==> src/rtl/spi_pkg.sv <==
// Shared types and constants for the SPI slave byte interface.
//   SPI_DATA_W      - default bits per SPI byte
//   AES_BLOCK_BYTES - default bytes per AES block
//   spi_state_t     - frame FSM state encoding
//   byte_idx_t      - byte index within an AES block
package spi_pkg;

    localparam int unsigned SPI_DATA_W      = 8;
    localparam int unsigned AES_BLOCK_BYTES = 16;
    localparam int unsigned BYTE_IDX_W      = $clog2(AES_BLOCK_BYTES);

    typedef enum logic {
        SPI_IDLE,
        SPI_SHIFT
    } spi_state_t;

    typedef logic [BYTE_IDX_W-1:0] byte_idx_t;

endpackage

==> src/rtl/spi_sync_edge.sv <==
// Pin synchroniser with registered edge pulses.
//   clk, n_rst - system clock, asynchronous active-low reset
//   d          - raw asynchronous pin
//   level      - synchronised pin level
//   rise, fall - registered 1-cycle pulses on a synchronised 0->1 / 1->0 transition
// STAGES must be at least 2. RESET_VAL sets the reset value of every internal flop so an
// idle-high pin (such as a slave select) does not produce an edge when reset releases.
module spi_sync_edge #(
    parameter int unsigned STAGES    = 2,
    parameter logic        RESET_VAL = 1'b0
) (
    input  logic clk,
    input  logic n_rst,
    input  logic d,
    output logic level,
    output logic rise,
    output logic fall
);

    logic [STAGES-1:0] sync_q, sync_d;
    logic              hist_q, hist_d;
    logic              rise_q, rise_d;
    logic              fall_q, fall_d;

    always_comb begin
        sync_d = {sync_q[STAGES-2:0], d};
        hist_d = sync_q[STAGES-1];
        rise_d = sync_q[STAGES-1] & ~hist_q;
        fall_d = ~sync_q[STAGES-1] & hist_q;
    end

    always_ff @(posedge clk or negedge n_rst) begin
        if (!n_rst) begin
            sync_q <= {STAGES{RESET_VAL}};
            hist_q <= RESET_VAL;
            rise_q <= 1'b0;
            fall_q <= 1'b0;
        end else begin
            sync_q <= sync_d;
            hist_q <= hist_d;
            rise_q <= rise_d;
            fall_q <= fall_d;
        end
    end

    assign level = sync_q[STAGES-1];
    assign rise  = rise_q;
    assign fall  = fall_q;

endmodule

==> src/rtl/spi_slave_byte_if.sv <==
// SPI mode-0 slave front end for the AES datapath.
//   clk, n_rst           - system clock (>= 4x SCK), asynchronous active-low reset
//   sclk, ss_n, mosi     - raw SPI pins
//   miso, miso_oe        - registered slave data out and its output enable
//   tx_data, tx_load     - response byte write port into a one-entry buffer
//   tx_ready             - buffer empty; tx_load only accepted while high
//   tx_underrun          - pulse when a byte boundary found the buffer empty (0x00 sent)
//   rx_data, rx_valid    - last received byte (MSB first) and its update pulse
//   block_done           - pulse with rx_valid on the last byte of each AES block
//   byte_idx             - index of the byte currently being received within the block
module spi_slave_byte_if
    import spi_pkg::*;
#(
    parameter int unsigned DATA_W      = SPI_DATA_W,
    parameter int unsigned SYNC_STAGES = 2,
    parameter int unsigned BLOCK_BYTES = AES_BLOCK_BYTES,
    localparam int unsigned IDX_W      = $clog2(BLOCK_BYTES),
    localparam int unsigned CNT_W      = $clog2(DATA_W)
) (
    input  logic              clk,
    input  logic              n_rst,
    input  logic              sclk,
    input  logic              ss_n,
    input  logic              mosi,
    output logic              miso,
    output logic              miso_oe,
    input  logic [DATA_W-1:0] tx_data,
    input  logic              tx_load,
    output logic              tx_ready,
    output logic              tx_underrun,
    output logic [DATA_W-1:0] rx_data,
    output logic              rx_valid,
    output logic              block_done,
    output logic [IDX_W-1:0]  byte_idx
);

    logic sck_lvl, sck_rise, sck_fall;
    logic ss_lvl, ss_rise, ss_fall;
    logic mosi_s, mosi_rise, mosi_fall;

    spi_sync_edge #(.STAGES(SYNC_STAGES), .RESET_VAL(1'b0)) u_sync_sck (
        .clk   (clk),
        .n_rst (n_rst),
        .d     (sclk),
        .level (sck_lvl),
        .rise  (sck_rise),
        .fall  (sck_fall)
    );

    spi_sync_edge #(.STAGES(SYNC_STAGES), .RESET_VAL(1'b1)) u_sync_ss (
        .clk   (clk),
        .n_rst (n_rst),
        .d     (ss_n),
        .level (ss_lvl),
        .rise  (ss_rise),
        .fall  (ss_fall)
    );

    spi_sync_edge #(.STAGES(SYNC_STAGES), .RESET_VAL(1'b0)) u_sync_mosi (
        .clk   (clk),
        .n_rst (n_rst),
        .d     (mosi),
        .level (mosi_s),
        .rise  (mosi_rise),
        .fall  (mosi_fall)
    );

    logic unused_sync;
    assign unused_sync = ^{sck_lvl, ss_lvl, mosi_rise, mosi_fall};

    spi_state_t        state_q, state_d;
    logic [CNT_W-1:0]  bit_cnt_q, bit_cnt_d;
    logic [IDX_W-1:0]  byte_idx_q, byte_idx_d;
    logic [DATA_W-1:0] rx_shift_q, rx_shift_d;
    logic [DATA_W-1:0] rx_data_q, rx_data_d;
    logic              rx_valid_q, rx_valid_d;
    logic              rx_pend_q, rx_pend_d;
    logic              block_done_q, block_done_d;
    logic [DATA_W-1:0] tx_shift_q, tx_shift_d;
    logic              boundary_q, boundary_d;
    logic              miso_q, miso_d;
    logic              miso_oe_q, miso_oe_d;
    logic [DATA_W-1:0] tx_buf_q, tx_buf_d;
    logic              tx_ready_q, tx_ready_d;
    logic              tx_underrun_q, tx_underrun_d;
    logic              reload;
    logic              last_byte;

    assign last_byte = (byte_idx_q == IDX_W'(BLOCK_BYTES - 1));

    always_comb begin
        state_d       = state_q;
        bit_cnt_d     = bit_cnt_q;
        byte_idx_d    = byte_idx_q;
        rx_shift_d    = rx_shift_q;
        rx_data_d     = rx_data_q;
        rx_valid_d    = 1'b0;
        rx_pend_d     = 1'b0;
        block_done_d  = 1'b0;
        tx_shift_d    = tx_shift_q;
        boundary_d    = boundary_q;
        miso_d        = miso_q;
        miso_oe_d     = miso_oe_q;
        tx_buf_d      = tx_buf_q;
        tx_ready_d    = tx_ready_q;
        tx_underrun_d = 1'b0;
        reload        = 1'b0;

        unique case (state_q)
            SPI_IDLE: begin
                if (ss_fall) begin
                    state_d    = SPI_SHIFT;
                    bit_cnt_d  = '0;
                    byte_idx_d = '0;
                    boundary_d = 1'b0;
                    tx_shift_d = tx_buf_q;
                    miso_d     = tx_buf_q[DATA_W-1];
                    miso_oe_d  = 1'b1;
                    reload     = 1'b1;
                end
            end
            SPI_SHIFT: begin
                // Deselect wins over everything, including a byte still in flight.
                if (ss_rise) begin
                    state_d    = SPI_IDLE;
                    bit_cnt_d  = '0;
                    byte_idx_d = '0;
                    boundary_d = 1'b0;
                    miso_d     = 1'b0;
                    miso_oe_d  = 1'b0;
                end else begin
                    if (rx_pend_q) begin
                        rx_data_d    = rx_shift_q;
                        rx_valid_d   = 1'b1;
                        block_done_d = last_byte;
                        byte_idx_d   = last_byte ? '0 : byte_idx_q + IDX_W'(1);
                    end
                    if (sck_rise) begin
                        rx_shift_d = {rx_shift_q[DATA_W-2:0], mosi_s};
                        if (bit_cnt_q == CNT_W'(DATA_W - 1)) begin
                            bit_cnt_d  = '0;
                            rx_pend_d  = 1'b1;
                            boundary_d = 1'b1;
                        end else begin
                            bit_cnt_d = bit_cnt_q + CNT_W'(1);
                        end
                    end
                    if (sck_fall) begin
                        if (boundary_q) begin
                            // First falling edge after a full byte starts the next response.
                            boundary_d = 1'b0;
                            if (tx_ready_q) begin
                                tx_shift_d    = '0;
                                miso_d        = 1'b0;
                                tx_underrun_d = 1'b1;
                            end else begin
                                tx_shift_d = tx_buf_q;
                                miso_d     = tx_buf_q[DATA_W-1];
                                reload     = 1'b1;
                            end
                        end else begin
                            tx_shift_d = tx_shift_q << 1;
                            miso_d     = tx_shift_q[DATA_W-2];
                        end
                    end
                end
            end
            default: state_d = SPI_IDLE;
        endcase

        // A reload empties the buffer, but a simultaneous write refills it.
        if (reload) begin
            tx_ready_d = 1'b1;
        end
        if (tx_load && (tx_ready_q || reload)) begin
            tx_buf_d   = tx_data;
            tx_ready_d = 1'b0;
        end
    end

    always_ff @(posedge clk or negedge n_rst) begin
        if (!n_rst) begin
            state_q       <= SPI_IDLE;
            bit_cnt_q     <= '0;
            byte_idx_q    <= '0;
            rx_shift_q    <= '0;
            rx_data_q     <= '0;
            rx_valid_q    <= 1'b0;
            rx_pend_q     <= 1'b0;
            block_done_q  <= 1'b0;
            tx_shift_q    <= '0;
            boundary_q    <= 1'b0;
            miso_q        <= 1'b0;
            miso_oe_q     <= 1'b0;
            tx_buf_q      <= '0;
            tx_ready_q    <= 1'b1;
            tx_underrun_q <= 1'b0;
        end else begin
            state_q       <= state_d;
            bit_cnt_q     <= bit_cnt_d;
            byte_idx_q    <= byte_idx_d;
            rx_shift_q    <= rx_shift_d;
            rx_data_q     <= rx_data_d;
            rx_valid_q    <= rx_valid_d;
            rx_pend_q     <= rx_pend_d;
            block_done_q  <= block_done_d;
            tx_shift_q    <= tx_shift_d;
            boundary_q    <= boundary_d;
            miso_q        <= miso_d;
            miso_oe_q     <= miso_oe_d;
            tx_buf_q      <= tx_buf_d;
            tx_ready_q    <= tx_ready_d;
            tx_underrun_q <= tx_underrun_d;
        end
    end

    assign miso        = miso_q;
    assign miso_oe     = miso_oe_q;
    assign tx_ready    = tx_ready_q;
    assign tx_underrun = tx_underrun_q;
    assign rx_data     = rx_data_q;
    assign rx_valid    = rx_valid_q;
    assign block_done  = block_done_q;
    assign byte_idx    = byte_idx_q;

endmodule

==> config.mk <==
export PLATFORM = sky130hd
export DESIGN_NAME = spi_slave_byte_if
export DESIGN_NICKNAME = d
export VERILOG_FILES = /design/src/rtl/spi_pkg.sv /design/src/rtl/spi_sync_edge.sv /design/src/rtl/spi_slave_byte_if.sv
export SDC_FILE = /design/constraint.sdc
export NUM_CORES = 1
export LEC_CHECK = 0
export BUFFER_PORTS_ARGS = -buffer_cell sky130_fd_sc_hd__buf_4
export CAP_MARGIN = 20
export CORE_MARGIN = 5
export CORE_UTILIZATION = 40
export DETAILED_ROUTE_END_ITERATION = 10
export GPL_TIMING_DRIVEN = 0
export SLEW_MARGIN = 20
export SYNTH_ARGS = -nofsm -noshare
export SYNTH_HDL_FRONTEND = slang
export SYNTH_SLANG_ARGS = --single-unit
==> constraint.sdc <==
create_clock -name clk -period 2.94 [get_ports clk]
set_input_delay 0.588 -clock clk [delete_from_list [all_inputs] [get_ports clk]]
set_output_delay 0.588 -clock clk [all_outputs]
set_load 0.02 [all_outputs]
==> metrics list <==
- Post-route ant nets: 0
* Result of the run: finished clean
- The share of the Yosys chip area taken by registers is 63.05%.
* Number of global-route vias before repair: 1414
- Counting instances in the post-synthesis netlist gives the leading cell types as dfrtp_1, mux2_2, nand2_1, nor3_1, o21ai_0.
* Sequential standard cell area: 1481 µm²
- Largest area contributor in the netlist: dfrtp_1
- Share of the synthesized area in the top cell type: 58.57%
* Pwr per Cell Area: ~750 nW/µm²
* Core ar.: ~5800 µm²
* Antenna violations before repair: 0
- By area the synthesized netlist is led by dfrtp_1, mux2_2, dfstp_2, nor3_1, o21ai_0.
* HP Class: input pin to asynchronous set/reset pin
- Clock-pin slew was measured on the worst setup and hold paths at about 70 ps.
* Post-detail-place hpwl: roughly 2800 µm
- Cell breakdown of the critical path: nor2b_1 -> buf_2 -> o31ai_4 -> mux2_2
- Counting distinct cell types in the post-synthesis netlist gives 35.
* Clock tree from TritonCTS: yes
* Number of H-tree levels: 3
- After global routing the overflow that remains totals 0.
* Setup repair bufs after CTS: 0
- Average instance area after synthesis: 13.05 µm²
* Post-synthesis register bit count: 59
* Number of fill cells in the layout: 539
* Layout cells sized above 1: 35.24%
- Of all nets on the critical path, the largest fanout is 10.
- Max clock buf depth: 2
- Summed over all layers, the routed wires come to around 4300 µm.
- CTS Root Buffer Type: clkbuf_8
- Number of hold buffers added after cts: 0
* Post-cts resize count: 0
- For this configuration, the core starts out at a cell density of just over 40%.
- For the worst setup path, the data required time is between 3000 and 4000 ps.
* Max frequency: 0.5779 GHz
* Clock buffers created by TritonCTS: 9
- Worst endpoint data arrival time: approximately 2000 ps
- For the finished layout, the period the worst path requires is 1730 ps.
- Critical path endpoint category: flop
- Max-capacitance violation count: 0
- The repair_antennas step left the layout with diodes totalling 0.
- Area of combinational cells with multiple inputs: between 800 and 900 µm²
- In the routed layout, each cell is associated on average with a via count of 4.983.
* Worst-skew pair later-pin latency: around 340 ps
* Slew margin rel.: 51.83%
- Synth Flop Type: dfrtp_1
- Number of enable flip-flop cells after synthesis: 0
- Ratio of final minimum period to clock period: 58.86%
* Wire length of the first global-routing pass: 7272 µm
* Routability cong.: about 0.73
- The Yosys step of the flow raised 0 warnings.
- Total I/O pin count: 32
* Launching element type of the critical path: flop
- Nets@finish: 239
- Gate count after technology mapping: 180
- Slew at the pin with the worst max-slew slack: 722.6 ps
- The tightest hold path in the finished design has a slack of a little over 300 ps.
- Count of final hold-check violations: 0
- Number of sinks handled by clock tree synthesis: 59
- Input and output buffers added on the ports amount to 31.
- The critical path is of the flop to flop type.
- Routed length per placed instance: ~14 µm
- The first detailed-routing pass ran for 4 iterations.
- Placement row count: 28
- # setup viols final: 0
- Entering global routing, the biggest net connects 60 pins.
* RSZ-0062 raised after global routing: no
* Mapped cell area: 2350 µm²
* Synth-to-layout area growth: 22.74%
* Count of unresolved DRC violations after routing: 0
- Worst-case vdd ir drop: 0.3491 mV
- After the first detailed-routing iteration, the DRC count stood at slightly below 80.
- Slowest cell on the critical path: o31ai_4
- In the global route stage, overall resource usage came out at 12.89%.
- In this run the vertical extent of the chip is 86.65 µm.
- Pins Over Slew Limit: 0
- For this run, asynchronously set or reset flops after synthesis account for 100.0%.
- Critical path's largest stage delay: roughly 460 ps
- Clock skew on the completed layout was measured at 6.140 ps.
- Synthesis produced a netlist with a net count of 197.
- In this run the static leakage power is approximately 1.4 nW.
- The die is slightly below 90 µm wide.
- Die outline area: 7507 µm²
- In the post-synthesis netlist, the cell with the most instances is dfrtp_1.
- Sum of negative setup slack: 0 ps
- Detailed routing inserted a total of 1505 vias.
layout make-up:
class / count / share of cell area, %
Tap cell: 75 / 3.254
Timing Repair Buffer: 31 / 8.069
Clock buffer: 10 / 4.425
Multi-Input combinational cell: 108 / 28.24
Inverter: 7 / 0.9111
Clock inverter: 6 / 2.777
Buffer: 6 / 0.9544
Sequential cell: 59 / 51.37
report_power, final:
part | leakage, nW | internal, mW | switching, mW
sequential | 0.742 | 0.963 | 0.0904
combinational | 0.557 | 0.165 | 0.152
clock | 0.110 | 0.471 | 0.315
total | 1.41 | 1.60 | 0.558
worst max-delay path, delay by kind of cell, from the launching register on:
| family | cells | cell delay, ps |
|---|---|---|
| AOI/OAI and AO/OA | 1 | 460 |
| buffers and inverters | 1 | 180 |
| DFF | 1 | 430 |
| muxes | 1 | 390 |
| and+or+nand+nor | 1 | 150 |
final timing paths:
check	endpoint	depth (start not counted)	from	slack, ps
worst max-delay path	tx_buf_q[3]	4	u_sync_ss.fall	1210
worst min register to register	u_sync_mosi.sync_q[1]	0	u_sync_mosi.sync_q[0]	350
worst max register to register	tx_buf_q[3]	4	u_sync_ss.fall	1210
worst min-delay path	u_sync_sck.sync_q[1]	1	n_rst	300
max in group asynchronous	tx_buf_q[2]	1	n_rst	2150
min in group clk	u_sync_mosi.sync_q[1]	0	u_sync_mosi.sync_q[0]	350
state kept, by name, summed over array words and instances, names as in the netlist, 2 cells and up:
name and flops:
bit_cnt_q 3, byte_idx 4, rx_data 8, rx_shift_q 8
tx_buf_q 8, tx_shift_q 7, u_sync_mosi.sync_q 2, u_sync_sck.sync_q 2
u_sync_ss.sync_q 2
layer usage:
layer	global-route usage, %	up-vias	wire length (µm)
li1	-	731	-
met1	17.44	729	2050
met2	17.11	33	1920
met3	7.034	12	281
met4	5.099	0	64
met5	0	-	0
cells in the final DEF, fill, tap and decap left out, types with 4 or more instances in the layout:
master,instances
o21ai_0,9
nor3_1,9
buf_2,4
nor2_1,4
dfrtp_1,55
nor2b_1,7
inv_1,7
nand2_1,9
clkinv_2,4
clkbuf_8,9
a31oi_1,7
mux2_2,24
buf_4,31
dfstp_2,4
cells by family (layout without fill, tap and decap cells):
logic type,Yosys count,after routing,synth area share (%)
flip-flops,59,59,63.05
AND/OR/NAND/NOR,46,46,10.86
AO/OA/AOI/OAI,32,32,9.425
multiplexers,27,27,12.78
buffers and inverters,13,60,2.290
adder cells (fa/ha/maj),3,3,1.598
stage by stage:
stage	util, %	power, mW	instances	setup slack [ps]	cell area [µm²]
3_5_place_dp	46.02	1.390	286	1174	2676
2_1_floorplan	-	1.273	180	1398	2350
3_3_place_gp	46.02	1.377	286	1186	2676
4_1_cts	49.59	2.186	302	1158	2884
6_report	49.59	2.157	302	1210	2884
5_1_grt	49.59	2.282	302	1067	2884
No activity file was read; power rests on OpenSTA's default activity.
